--- src/rtl/jump_loader.sv ---
// ============================================================================
//  Module      : jump_loader
//  Description : Branch/jump unit that evaluates a jump condition against ALU
//                flags and drives the PC load interface for HOLD_CYCLES clocks.
//  Revision    : 1.0 - initial release
// ============================================================================
`default_nettype none

module jump_loader #(
  parameter int WIDTH       = 8,
  parameter int HOLD_CYCLES = 4
) (
  input  logic             clk,
  input  logic             rst,
  input  logic             instr_valid,
  output logic             instr_ready,
  input  logic [2:0]       cond,
  input  logic             rel,
  input  logic [WIDTH-1:0] target,
  input  logic [WIDTH-1:0] pc_now,
  input  logic             flag_z,
  input  logic             flag_c,
  input  logic             flag_n,
  output logic             load_mode,
  output logic [WIDTH-1:0] load_value,
  output logic [7:0]       taken_count,
  output logic             busy
);

  localparam int                c_CNT_W     = (HOLD_CYCLES > 1) ? $clog2(HOLD_CYCLES) : 1;
  localparam logic [c_CNT_W-1:0] c_HOLD_LAST = c_CNT_W'(HOLD_CYCLES - 1);

  typedef enum logic [1:0] {
    S_IDLE = 2'd0,
    S_EVAL = 2'd1,
    S_LOAD = 2'd2
  } state_t;

  state_t             r_state;
  state_t             w_state_next;

  logic [2:0]         r_cond;
  logic               r_rel;
  logic [WIDTH-1:0]   r_target;
  logic [WIDTH-1:0]   r_pc;
  logic               r_z;
  logic               r_c;
  logic               r_n;

  logic               r_load_mode;
  logic [WIDTH-1:0]   r_load_value;
  logic [7:0]         r_count;
  logic [c_CNT_W-1:0] r_hold;

  logic               w_load_mode_next;
  logic [WIDTH-1:0]   w_load_value_next;
  logic [7:0]         w_count_next;
  logic [c_CNT_W-1:0] w_hold_next;
  logic               w_capture;
  logic               w_taken;
  logic [WIDTH-1:0]   w_dest;

  // Condition is evaluated only from the snapshot taken at the accept edge.
  always_comb begin
    w_taken = 1'b0;
    case (r_cond)
      3'b000:  w_taken = 1'b0;
      3'b001:  w_taken = 1'b1;
      3'b010:  w_taken = r_z;
      3'b011:  w_taken = ~r_z;
      3'b100:  w_taken = r_c;
      3'b101:  w_taken = ~r_c;
      3'b110:  w_taken = r_n;
      3'b111:  w_taken = ~r_n;
      default: w_taken = 1'b0;
    endcase
  end

  assign w_dest = r_rel ? (r_pc + r_target) : r_target;

  always_comb begin
    w_state_next      = r_state;
    w_load_mode_next  = r_load_mode;
    w_load_value_next = r_load_value;
    w_count_next      = r_count;
    w_hold_next       = r_hold;
    w_capture         = 1'b0;
    case (r_state)
      S_IDLE: begin
        if (instr_valid) begin
          w_capture    = 1'b1;
          w_state_next = S_EVAL;
        end
      end
      S_EVAL: begin
        if (w_taken) begin
          w_load_mode_next  = 1'b1;
          w_load_value_next = w_dest;
          w_count_next      = r_count + 8'd1;
          w_hold_next       = c_HOLD_LAST;
          w_state_next      = S_LOAD;
        end else begin
          w_state_next = S_IDLE;
        end
      end
      S_LOAD: begin
        if (r_hold == '0) begin
          w_load_mode_next = 1'b0;
          w_state_next     = S_IDLE;
        end else begin
          w_hold_next = r_hold - c_CNT_W'(1);
        end
      end
      default: begin
        w_load_mode_next = 1'b0;
        w_state_next     = S_IDLE;
      end
    endcase
  end

  always_ff @(posedge clk or posedge rst) begin
    if (rst) begin
      r_state      <= S_IDLE;
      r_load_mode  <= 1'b0;
      r_load_value <= '0;
      r_count      <= 8'd0;
      r_hold       <= '0;
    end else begin
      r_state      <= w_state_next;
      r_load_mode  <= w_load_mode_next;
      r_load_value <= w_load_value_next;
      r_count      <= w_count_next;
      r_hold       <= w_hold_next;
    end
  end

  always_ff @(posedge clk or posedge rst) begin
    if (rst) begin
      r_cond   <= 3'b000;
      r_rel    <= 1'b0;
      r_target <= '0;
      r_pc     <= '0;
      r_z      <= 1'b0;
      r_c      <= 1'b0;
      r_n      <= 1'b0;
    end else if (w_capture) begin
      r_cond   <= cond;
      r_rel    <= rel;
      r_target <= target;
      r_pc     <= pc_now;
      r_z      <= flag_z;
      r_c      <= flag_c;
      r_n      <= flag_n;
    end
  end

  assign instr_ready = (r_state == S_IDLE);
  assign busy        = ~instr_ready;
  assign load_mode   = r_load_mode;
  assign load_value  = r_load_value;
  assign taken_count = r_count;

endmodule

`default_nettype wire

--- config.mk ---
export PLATFORM = sky130hd
export DESIGN_NAME = jump_loader
export DESIGN_NICKNAME = d
export VERILOG_FILES = /design/src/rtl/jump_loader.sv
export SDC_FILE = /design/constraint.sdc
export NUM_CORES = 1
export LEC_CHECK = 0
export CAP_MARGIN = 20
export CORE_MARGIN = 10
export CORE_UTILIZATION = 50
export DETAILED_ROUTE_END_ITERATION = 12
export PLACE_DENSITY = 0.88
export SLEW_MARGIN = 20
export SYNTH_ARGS = -nofsm -noshare
export SYNTH_HDL_FRONTEND = slang
export SYNTH_SLANG_ARGS = --single-unit
--- constraint.sdc ---
create_clock -name clk -period 2.45 [get_ports clk]
set_clock_uncertainty 0.15 [all_clocks]
set_input_delay 0.6125 -clock clk [delete_from_list [all_inputs] [get_ports clk]]
set_output_delay 0.6125 -clock clk [all_outputs]
set_load 0.02 [all_outputs]
# Yosys cells after proc, flatten, opt, wreduce, memory -nomap -nowiden
# Cells that the tools add are included.
[classes]
n_mux = 14
reduce_logical = 8
n_addsub = 3
n_eq_ne = 13
bitwise = 4
[op_table]
columns = ["cell", "count"]
rows = [
  ["$eq 3x3->1 const B", 4],
  ["$mux 2", 5],
  ["$add 8x1->8 const B", 1],
  ["$add 8x8->8", 1],
  ["$mux 8", 1],
  ["$ne 2x2->1 const B", 4],
  ["$pmux 1 s8", 1],
  ["$eq 3x2->1 const B", 2],
  ["$pmux 2 s3", 1],
  ["$reduce_and 3->1", 2],
  ["$logic_not 2->1", 2],
  ["$mux 1", 4],
  ["$not 1->1", 4],
  ["$pmux 2 s2", 1],
  ["$reduce_and 2->1", 2],
  ["$eq 3x1->1 const B", 1],
  ["$logic_not 3->1", 1],
  ["$pmux 1 s3", 1],
  ["$eq 2x1->1 const B", 1],
  ["$eq 2x2->1 const B", 1],
  ["$reduce_bool 2->1", 1],
  ["$sub 2x1->2 const B", 1],
]
[word_totals]
ff_bits = 44
elab_cells = 54
out_inout_bits = 19
input_bits = 26

# Longest topological paths before layout
[logic_depth]
ltp_word = 4
mapped_depth = 8
depth_no_buf = 8

# Worst setup path before layout
# No wires, ideal clock.
[synth_path]
path_type = "flip-flop to flip-flop"
from = "register r_state[1]"
to = "register r_pc[2]"
path_stages_with_launch = 7
setup_time_ns = 0.125
synth_period_minus_slack_ns = 2.074
arrival_time_ns = 1.799
setup_slack_ns = 0.376
n_path_buf = 2
t_required_ns = 2.175
path_cell_list = "dfrtp_1 > or2_2 > inv_1 > and2_1 > buf_2 > buf_2 > mux2_2"
[synth_between]
elab_chain_len = 2
[synth_lines]
columns = ["item", "line", "rtl"]
rows = [
  ["start, declared", "39", "state_t r_state;"],
  ["start signal, assigned", "129", "r_state <= w_state_next;"],
  ["$logic_not 2->1", "n/a", ""],
  ["net instr_ready", "16", "output logic instr_ready,"],
  ["$mux 1", "88", "case (r_state)"],
  ["end signal, assigned", "150", "r_pc <= pc_now;"],
  ["end, declared", "45", "logic [WIDTH-1:0] r_pc;"],
]
# The timed path passes the listed nets, and every way through them passes these cells.
# A chain may end at the register's enable or synchronous reset.

# Final worst setup path
[layout_path]
from = "register r_state[1]"
to = "output busy"
[layout_between]
elab_chain_len = 2
[layout_lines]
columns = ["item", "line", "rtl"]
rows = [
  ["$logic_not 2->1", "157", "assign instr_ready = (r_state == S_IDLE);"],
  ["$not 1->1 (no source line)", "n/a", ""],
  ["end, declared", "27", "output logic busy"],
]
# No other way between the ends.

==> out/qor.yml <==
outcome: "complete, no violations"
cp.arrival_ps: 1580
max_cap_violations: 0
synth-seq-area-share_pct: 51.3
slowest_delay_ps: 550
path_clk_slew_ps: 80
cpMaxStageDelayCell: "clkdlybuf4s50_1"
drt_iter0_markers: 46
row_count: 23
wl_um: 4340
final_common_cell: "dfrtp_1"
relSlewSlack_pct: 64.2
detail_route.first_pass.iterations: 6
yosysTopAreaCellShare_pct: 51.3
p_seq_share_pct: 35.8
instances_no_fill: 282
syn_inst: 182
ys_seq_elements: 44
p_int_mw: 2.30
layout_common_cells: "dfrtp_1, clkdlybuf4s50_1, mux2_2, a21oi_1, nor2_1"
p_per_area_nw_per_um2: 1350
gr-usage-all-layers_pct: 12.2
p_clk_share_pct: 14.3
fin_crit_ps: 2340
place_hpwl_um: 3330
cts_max_path_buffers: 2
yosysTopAreaCell: "dfrtp_1"
antenna_found_initial: 0
synth.avg_cell_area_um2: 11.8
netlist-cell-type-count: 39
cts_tree: "yes"
power_frac_comb_pct: 49.9
setup_viol: 0
io_pins: 45
peakVddDrop_uv: 886
routedWlPerCell_um: 15.4
gr-total-overflow: 0
tns_ps: 0
cp_max_fo: 4
die_h_um: 85.6
min_period_over_period_pct: 95.6
synth_nets: 218
drive_above_1_share_pct: 15.9
required_ps: 1690
numPortBuffers: 44
postRouteAntennaNets: 0
crit_chain: "or2_2 > clkdlybuf4s50_1"
cellLeakagePower_nw: 1.18
max_freq_ghz: 0.427
insertedDiodeCount: 0
synth_warnings: 0
startpoint_type: "flip-flop"
cts.sink_count: 44
insertion_delay_ps: 280
netSwitchingFraction_pct: 38.3
placed_cells: 274
cp-end-kind: "output port"
grt_max_degree: 45
start_util_pct: 52.6
htreeDepth: 2
vias: 1556
grt_pass1_wl_um: 7530
syn2layout_area_growth_pct: 28.6
core_um2: 4090
grt_pass1_vias: 1684
rsz0062_at_grt: "no"
cts_setup_buffers: 0
drv_slew: 0
multi_input_area_um2: 976
switchingPower_mw: 1.43
nFillCells: 337
hold_viol_final: 0
gp_congestion: 0.761
netlist_area_um2: 2150
drc_errors: 0
cts_root_buffer: "clkbuf_8"
synthTopCellsByArea: "dfrtp_1, mux2_2, ha_1"
dieArea_um2: 7320
cts_buffers: 5
hp-class: "flip-flop to flip-flop"
viasPerCell: 5.52
worstMarginPinSlew_ps: 537
die_x_um: 85.6
nets: 267
path_class: "flip-flop to output port"
regArea_um2: 1100
[cell families (layout without fill, tap and decap cells)]
kind of cell,Yosys count,count (layout),share of synthesized area (%)
AO/OA/AOI/OAI,37,37,11.7
adder cells (fa/ha/maj),10,10,6.17
AND/OR/NAND/NOR,39,39,9.67
buffers and inverters,15,65,3.32
flip-flops,44,44,51.3
XOR/XNOR,11,11,4.48
multiplexers,26,26,13.4
[routing by layer]
layer  vias up  track usage, %  part of all wire, %
li1        752               -                    -
met1       752            14.2                   41
met2        44            21.2                   52
met3         8            3.78                  5.6
met4         0            2.84                  1.1
met5         -               0                    0
[cells in the mapped netlist]
master      n
nor2_1     10
and3_1      2
o31a_1      1
o21ai_0     6
nand4_1     6
or2_2       2
mux2i_1     4
a21o_1      2
o21a_1      2
and2_1      1
buf_6       1
nand2_1     6
nand3_1     2
nor3b_1     1
xnor2_1     9
a21boi_0    1
dfrtp_1    44
nor2b_1     4
a31oi_4     1
ha_1        9
a221o_1     1
a41oi_1     1
nor3_1      2
xor2_1      2
a2bb2oi_1   1
mux2_2     22
or3_1       1
inv_1       9
a21oi_1    12
a31oi_1     2
buf_4       1
o211ai_1    4
a211oi_1    2
a221oi_1    1
or3_4       1
buf_2       3
clkbuf_1    1
and3b_1     1
fa_1        1
[worst paths after layout]
path | endpoint | start | slack (ps) | cells after the start
worst max-delay path | busy | r_state[1] | 110 | 2
worst min-delay path | taken_count[7] | taken_count[7] | 320 | 1
worst max register to register | load_value[7] | r_cond[1] | 370 | 6
worst min register to register | taken_count[7] | taken_count[7] | 320 | 1
max in group asynchronous | r_target[3] | rst | 1160 | 3
min in group asynchronous | taken_count[7] | rst | 620 | 3
[power groups by stage]
stage / clock, mW / combinational, mW / sequential (mW)
3_3_place_gp: 0 / 1.78 / 1.32
3_5_place_dp: 0 / 1.86 / 1.35
2_1_floorplan: 0 / 1.22 / 1.39
5_1_grt: 0.573 / 2.08 / 1.39
4_1_cts: 0.544 / 1.88 / 1.34
6_report: 0.532 / 1.86 / 1.33
[metrics by stage]
stage	utilization (%)	total power [mW]	hold WS, ps	area, um^2	setup slack [ps]
6_report	67.6	3.73	321	2760	109
5_1_grt	67.6	4.04	342	2760	36.4
4_1_cts	67.6	3.76	327	2760	99.7
3_5_place_dp	65.0	3.21	316	2660	302
3_3_place_gp	65.0	3.11	310	2660	319
2_1_floorplan	-	2.61	295	2150	376
[critical path: cells and delay by family (launching register included)]
kind                   cells  cell delay (ps)
DFF                        1              430
buffers and inverters      1              550
and+or+nand+nor            1              320
[flip-flops by register name, indices dropped and copies added, names as in the netlist, 2 cells and up]
signal,cells
r_pc,8
r_hold,2
r_state,2
r_target,8
taken_count,8
r_cond,3
load_value,8
[area by class of cell]
type / count / share of cell area [%]
clock inverter: 2 / 1.27
sequential: 44 / 39.9
inverter: 9 / 1.22
timing repair buffer: 48 / 17.4
multi-input combinational: 123 / 35.3
clock buffer: 6 / 2.63
tap: 50 / 2.26
[timing repair]
| action | in CTS | in global routing |
|---|---|---|
| gates resized for setup | 1 | 0 |
| hold buffers | 0 | 0 |
| endpoints found under the setup margin | 1 | 0 |
(Power assumes the default switching activity.)
